===== src/rtl/spi_reg_responder.sv =====
// spi_reg_responder
//   SPI mode-0 slave register file using the accelerometer command framing:
//   an instruction byte (0x0B read, 0x0A write), an address byte, then any
//   number of data bytes with address auto-increment (wrapping mod NUM_REGS).
//   Local logic loads registers through the host port; every SPI-written byte
//   is reported with a one-clk strobe.
//
// Ports
//   clk, rst      system clock, asynchronous active-high reset
//   sclk, csn     SPI clock / chip select from the master (asynchronous)
//   mosi, miso    SPI data in / out, MSB first
//   host_we       host register write enable (one register per clk)
//   host_addr     host write index
//   host_wdata    host write data
//   wr_strobe     one-clk pulse per SPI-written byte
//   wr_addr       index of the last SPI-written byte (holds between strobes)
//   wr_data       last SPI-written byte (holds between strobes)
//   busy          high while a transaction is in progress
module spi_reg_responder #(
   parameter int ADDR_WIDTH = 6
) (
   input  logic                  clk,
   input  logic                  rst,
   input  logic                  sclk,
   input  logic                  csn,
   input  logic                  mosi,
   output logic                  miso,
   input  logic                  host_we,
   input  logic [ADDR_WIDTH-1:0] host_addr,
   input  logic [7:0]            host_wdata,
   output logic                  wr_strobe,
   output logic [ADDR_WIDTH-1:0] wr_addr,
   output logic [7:0]            wr_data,
   output logic                  busy
);

   localparam int NUM_REGS = 2**ADDR_WIDTH;

   typedef enum logic [2:0] {
      IDLE, INSTR, ADDR, DATA_RD, DATA_WR, IGNORE
   } state_t;

   state_t state, state_nxt;

   logic sclk_p0, sclk_p1, sclk_p2;
   logic csn_p0, csn_p1, csn_p2;
   logic mosi_p0, mosi_p1;
   logic rise_p3, fall_p3, csn_fall_p3, csn_high_p3, mosi_p3;

   logic [2:0]            bit_cnt;
   logic [6:0]            rx_shift;
   logic [7:0]            rx_byte;
   logic                  byte_done;
   logic                  rd;
   logic [ADDR_WIDTH-1:0] addr;
   logic [ADDR_WIDTH-1:0] addr_inc;
   logic [7:0]            tx_shift;
   logic [7:0]            regs [NUM_REGS];

   // Stage p0/p1: two-flop synchronizers. Stage p2/p3: edge detection, with
   // the detected events registered so mosi stays aligned with its sclk rise.
   // The csn chain resets low so a csn held low across reset cannot look like
   // a falling edge; only a genuine high-to-low transition starts a frame.
   always_ff @(posedge clk or posedge rst) begin
      if (rst) begin
         sclk_p0     <= 1'b0;
         sclk_p1     <= 1'b0;
         sclk_p2     <= 1'b0;
         csn_p0      <= 1'b0;
         csn_p1      <= 1'b0;
         csn_p2      <= 1'b0;
         mosi_p0     <= 1'b0;
         mosi_p1     <= 1'b0;
         rise_p3     <= 1'b0;
         fall_p3     <= 1'b0;
         csn_fall_p3 <= 1'b0;
         csn_high_p3 <= 1'b0;
         mosi_p3     <= 1'b0;
      end else begin
         sclk_p0     <= sclk;
         sclk_p1     <= sclk_p0;
         sclk_p2     <= sclk_p1;
         csn_p0      <= csn;
         csn_p1      <= csn_p0;
         csn_p2      <= csn_p1;
         mosi_p0     <= mosi;
         mosi_p1     <= mosi_p0;
         rise_p3     <= sclk_p1 & ~sclk_p2;
         fall_p3     <= ~sclk_p1 & sclk_p2;
         csn_fall_p3 <= ~csn_p1 & csn_p2;
         csn_high_p3 <= csn_p1;
         mosi_p3     <= mosi_p1;
      end
   end

   assign rx_byte   = {rx_shift, mosi_p3};
   assign byte_done = rise_p3 && (bit_cnt == 3'd7);
   assign addr_inc  = addr + ADDR_WIDTH'(1);

   always_ff @(posedge clk or posedge rst) begin
      if (rst) begin
         state <= IDLE;
         busy  <= 1'b0;
      end else begin
         state <= state_nxt;
         busy  <= (state_nxt != IDLE);
      end
   end

   always_comb begin
      state_nxt = state;
      if (csn_high_p3) begin
         state_nxt = IDLE;
      end else begin
         case (state)
            IDLE:    if (csn_fall_p3) state_nxt = INSTR;
            INSTR:   if (byte_done) begin
                        if (rx_byte == 8'h0B || rx_byte == 8'h0A) state_nxt = ADDR;
                        else                                       state_nxt = IGNORE;
                     end
            ADDR:    if (byte_done) state_nxt = rd ? DATA_RD : DATA_WR;
            default: state_nxt = state;
         endcase
      end
   end

   // Stage p4: byte assembly, register file, miso and write reporting.
   // The SPI write is placed after the host write so it wins a same-index
   // collision in the same clk.
   always_ff @(posedge clk or posedge rst) begin
      if (rst) begin
         bit_cnt   <= '0;
         rx_shift  <= '0;
         rd        <= 1'b0;
         addr      <= '0;
         tx_shift  <= '0;
         miso      <= 1'b0;
         wr_strobe <= 1'b0;
         wr_addr   <= '0;
         wr_data   <= '0;
         for (int i = 0; i < NUM_REGS; i++) regs[i] <= '0;
      end else begin
         wr_strobe <= 1'b0;
         if (host_we) regs[host_addr] <= host_wdata;

         if (csn_high_p3) begin
            // A partial byte is simply dropped here.
            bit_cnt <= '0;
            miso    <= 1'b0;
         end else begin
            if (rise_p3 && state != IDLE) begin
               bit_cnt  <= bit_cnt + 3'd1;
               rx_shift <= rx_byte[6:0];
            end
            if (byte_done) begin
               case (state)
                  INSTR: rd <= (rx_byte == 8'h0B);
                  ADDR: begin
                     addr     <= rx_byte[ADDR_WIDTH-1:0];
                     tx_shift <= regs[rx_byte[ADDR_WIDTH-1:0]];
                  end
                  DATA_RD: begin
                     addr     <= addr_inc;
                     tx_shift <= regs[addr_inc];
                  end
                  DATA_WR: begin
                     regs[addr] <= rx_byte;
                     wr_strobe  <= 1'b1;
                     wr_addr    <= addr;
                     wr_data    <= rx_byte;
                     addr       <= addr_inc;
                  end
                  default: ;
               endcase
            end
            // tx_shift is a snapshot taken at byte completion, so host writes
            // to that index do not disturb the byte already being shifted out.
            if (fall_p3 && state == DATA_RD) begin
               miso     <= tx_shift[7];
               tx_shift <= {tx_shift[6:0], 1'b0};
            end
         end
      end
   end

endmodule


===== config.mk =====
export PLATFORM = sky130hd
export DESIGN_NAME = spi_reg_responder
export DESIGN_NICKNAME = d
export VERILOG_FILES = /design/src/rtl/spi_reg_responder.sv
export SDC_FILE = /design/constraint.sdc
export NUM_CORES = 2
export LEC_CHECK = 0
export BUFFER_PORTS_ARGS = -buffer_cell sky130_fd_sc_hd__buf_2
export CAP_MARGIN = 20
export CORE_UTILIZATION = 70
export DETAILED_ROUTE_END_ITERATION = 10
export MAX_ROUTING_LAYER = met4
export PLACE_DENSITY = 0.87
export SYNTH_ARGS = -nofsm -noshare
export SYNTH_HDL_FRONTEND = slang
export SYNTH_SLANG_ARGS = --single-unit

===== constraint.sdc =====
create_clock -name clk -period 37.6 [get_ports clk]
set_clock_uncertainty 0.2 [all_clocks]
set_input_delay 3.76 -clock clk [delete_from_list [all_inputs] [get_ports clk]]
set_output_delay 3.76 -clock clk [all_outputs]
set_load 0.01 [all_outputs]

==> impl_summary.txt <==
----------------------------------------------------
[Place]
  Half-perimeter wire length after placement ... 72660 µm
  Pre-CTS worst setup slack ... 30.95 ns
  Port Buffer Count ... 36
  Placer Congestion ... 1.030
  Area after DPL ... 35180 µm²

[STA]
  Final worst-path cycle share ... 0.1675
  Final setup margin ... 31.30 ns
  Max Freq ... 158.8 MHz
  Transition time at the pin with the least slew margin ... 1.190 ns
  Relative slew slack ... 0.2036
  Pins over their slew limit ... 0
  Setup repair after global routing missed its margin ... false
  Setup violations, final ... 0
  Total negative slack for setup checks ... 0 ns
  Number of hold-slack violations in the final timing report ... 0
  Final min period ... 6.296 ns

[Synth]
  Synth unique cells ... 74
  Post-Synthesis Cells ... 3342
  Average cell area after synthesis ... 10.51 µm²
  Post-synthesis sequential area ratio ... 0.4052
  EDFF count, synth ... 0
  Prevailing post-synth register cell ... sky130_fd_sc_hd__dfrtp_1
  Yosys warnings ... 0
  Cell area after technology mapping ... between 30000 and 40000 µm²
  Post-synth net total ... 3365
  Number of register bits inferred by synthesis ... between 500 and 600
  Synth async-reset ratio ... 1.000

[Setup path]
  Worst Setup End Kind ... flip-flop
  Critical Path AT ... 6.57 ns
  Startpoint kind of the worst setup timing path ... input port
  Worst setup path startpoint ... host_addr[1]
  Biggest fanout along the worst timing path ... 9
  Origin of the critical flop-to-flop path ... addr[0]
  Required time worst endpoint ... 37.88 ns
  Crit path kind ... input port to flip-flop

[GRT]
  Global Route Usage Sum ... 0.4838
  Grt total ovfl ... 0
  GR met2 Demand/Resource ... 0.6927
  Met3 track demand over resource ... 0.1474
  Met1 demand-to-capacity share in global routing ... 0.6126
  Largest net degree at the start of global routing ... between 100 and 150
  Via count of the first global-routing pass ... 28550
  First-pass GRT wire length ... 176800 µm
  Busiest layer in global routing ... met2
  Antenna violations before repair ... 7

[Clock network]
  TritonCTS clock tree ... built
  Worst-Skew Late Latency ... 0.66 ns
  Max clock buf depth ... 3
  Hold-fix buffers at CTS ... 0
  Cell at the root of the clock tree ... sky130_fd_sc_hd__clkbuf_16
  Total number of clock tree sinks ... 569
  Clock Pin Slew Worst Setup and Hold Paths ... 0.06 ns
  Clock buffers created by TritonCTS ... 59
  Number of H-tree levels ... 2
  Post-CTS Resized ... 0
  Setup repair bufs after CTS ... 0

[Die]
  Initial cell density of the core ... 0.7134
  CORE AREA ... 49250 µm²
  Row Count ... 81
  Total die area ... 51100 µm²
  Io pins ... 37
  Die width ... 226.1 µm
  Die height ... around 230 µm

[Final layout]
  Final core utilization ... 0.7580
  Share of post-route cells with drive strength above 1 ... 0.1524
  Area growth from synthesis to layout ... 6.253%
  Fillers ... roughly 3200
  Post-route cell area ... ~37000 µm²
  Layout net count ... 3209
  Multi-input gate area in the final layout ... 19530 µm²
  Combined flip-flop and latch cell area ... 14260 µm²

[Drt]
  Total via count after detailed routing ... between 20000 and 30000
  Residual antenna-violating net count after detailed routing ... 0
  Routed Wire Length ... 117900 µm
  Average routed wire per standard cell ... 30.20 µm
  Count of unresolved DRC violations after routing ... 0
  1st-pass router iterations ... 6
  Via-per-instance ratio ... 7.603
  Violation count after the first detailed-route iteration ... roughly 4700

[Hold path]
  Hold_sp ... sclk_p0
  Type of the most critical hold path ... flip-flop to flip-flop

[Pwr]
  Overall Power ... between 1.5 and 2 mW
  Worst vdd rail ir drop ... approximately 42 µV
  Total power density per cell area ... 45.51 nW/µm²
  Static leakage ... 14.82 nW

[Flow run]
  Number of max-cap violations ... 0

[Status]
  Result of the run ... finished, final reports clean

----------------------------------------------------
-- cell type report --
type / instances / area share
clock inverter: 33 / 0.01039
timing repair buffer: 89 / 0.01669
inverter: 7 / 0.0009048
antenna: 8 / 0.0005362
tap: 664 / 0.02225
clock buffer: 76 / 0.04420
multi-input combinational: 2460 / 0.5230
sequential: 569 / 0.3820
-- logic make-up (layout without fill, tap and decap cells) --
logic type | count (synthesis) | after routing | share of synthesized area
buffers and inverters | 313 | 205 | 0.04127
AOI/OAI and AO/OA | 690 | 690 | 0.1081
xor gates and xnor gates | 8 | 8 | 0.002422
other | 0 | 8 | 0
muxes | 867 | 867 | 0.3359
and+or+nand+nor | 892 | 892 | 0.1060
adders and majority gates | 3 | 3 | 0.001068
DFF | 569 | 569 | 0.4052
-- flip-flops by register name (all words and copies together), names as in the netlist, 3 cells and up --
signal / flops
regs: 512
tx_shift: 8
wr_data: 8
rx_shift: 7
addr: 6
wr_addr: 6
bit_cnt: 3
state: 3
-- cell usage after synthesis (5+ instances only) --
cell type / n / share of area
sky130_fd_sc_hd__buf_6: 10 / 0.0032
sky130_fd_sc_hd__nand2_1: 384 / 0.041
sky130_fd_sc_hd__mux4_1: 6 / 0.0045
sky130_fd_sc_hd__nor2_1: 380 / 0.041
sky130_fd_sc_hd__buf_2: 48 / 0.0068
sky130_fd_sc_hd__and2_1: 6 / 0.0011
sky130_fd_sc_hd__nand2b_1: 8 / 0.0014
sky130_fd_sc_hd__buf_1: 25 / 0.0027
sky130_fd_sc_hd__mux2_2: 20 / 0.0064
sky130_fd_sc_hd__o22ai_1: 9 / 0.0016
sky130_fd_sc_hd__a221oi_1: 29 / 0.0072
sky130_fd_sc_hd__o21ai_0: 256 / 0.036
sky130_fd_sc_hd__a31oi_1: 6 / 0.0011
sky130_fd_sc_hd__or2_2: 7 / 0.0012
sky130_fd_sc_hd__nand3_1: 24 / 0.0034
sky130_fd_sc_hd__dfrtp_1: 569 / 0.41
sky130_fd_sc_hd__a21oi_1: 319 / 0.045
sky130_fd_sc_hd__a22oi_1: 6 / 0.0013
sky130_fd_sc_hd__mux4_2: 240 / 0.15
sky130_fd_sc_hd__a32oi_1: 6 / 0.0015
sky130_fd_sc_hd__o211ai_1: 5 / 0.0011
sky130_fd_sc_hd__buf_4: 30 / 0.0064
sky130_fd_sc_hd__clkbuf_1: 191 / 0.020
sky130_fd_sc_hd__o221ai_1: 7 / 0.0017
sky130_fd_sc_hd__mux2i_1: 601 / 0.17
sky130_fd_sc_hd__nor2_4: 7 / 0.0022
sky130_fd_sc_hd__o31ai_1: 11 / 0.0024
sky130_fd_sc_hd__nor2b_1: 17 / 0.0030
sky130_fd_sc_hd__a211oi_1: 5 / 0.0011
sky130_fd_sc_hd__nor3_1: 18 / 0.0026
-- metal layers --
layer	vias up	share of wire
li1	11910	-
met4	0	0.077
met2	2634	0.44
met3	687	0.14
met1	14470	0.34
met5	-	0
-- metrics by stage --
stage | hold slack, ns | std cells
2_1_floorplan | 0.1312 | 3342
3_3_place_gp | 0.1323 | 3780
3_5_place_dp | 0.1426 | 3781
4_1_cts | 0.1536 | 3890
5_1_grt | 0.1614 | 3906
6_report | 0.1519 | 3906
-- power by group --
part	total [mW]	switching, mW	leakage (nW)	internal, mW
Clock	0.630	0.266	1.00	0.364
Combinational	0.307	0.171	8.08	0.136
Sequential	0.763	0.0763	5.74	0.687
-- worst paths after layout --
kind / end / slack [ns] / cells after the start
max reg2reg: tx_shift[4] / 31.88 / 7
max in group asynchronous: regs[141] / 31.94 / 4
min in group asynchronous: wr_data[3] / 3.00 / 2
min: sclk_p1 / 0.15 / 0
max: regs[288] / 31.30 / 6
min reg2reg: sclk_p1 / 0.15 / 0
-- worst max-delay path: stages --
cell	delay [ns]
sky130_fd_sc_hd__buf_2	0.23
sky130_fd_sc_hd__nor2b_1	0.31
sky130_fd_sc_hd__nand3_1	0.74
sky130_fd_sc_hd__nor2_1	1.13
sky130_fd_sc_hd__mux2i_1	0.29
sky130_fd_sc_hd__o21ai_0	0.11
-- layout by cell type, fill, tap and decap left out, types with 9 or more instances in the layout --
cell type,netlist,routed
sky130_fd_sc_hd__a21oi_1,319,319
sky130_fd_sc_hd__o21ai_0,256,256
sky130_fd_sc_hd__nor3_1,18,16
sky130_fd_sc_hd__dfrtp_1,569,560
sky130_fd_sc_hd__clkbuf_16,0,59
sky130_fd_sc_hd__mux2i_1,601,601
sky130_fd_sc_hd__nor2b_1,17,16
sky130_fd_sc_hd__nand2_1,384,384
sky130_fd_sc_hd__mux2_2,20,20
sky130_fd_sc_hd__a221oi_1,29,29
sky130_fd_sc_hd__buf_2,48,37
sky130_fd_sc_hd__mux4_2,240,240
sky130_fd_sc_hd__o31ai_1,11,11
sky130_fd_sc_hd__buf_4,30,47
sky130_fd_sc_hd__clkinv_2,0,17
sky130_fd_sc_hd__o22ai_1,9,9
sky130_fd_sc_hd__nor2_1,380,379
sky130_fd_sc_hd__nand3_1,24,24
sky130_fd_sc_hd__clkbuf_8,0,11
Power figures use the tool's default switching activity.
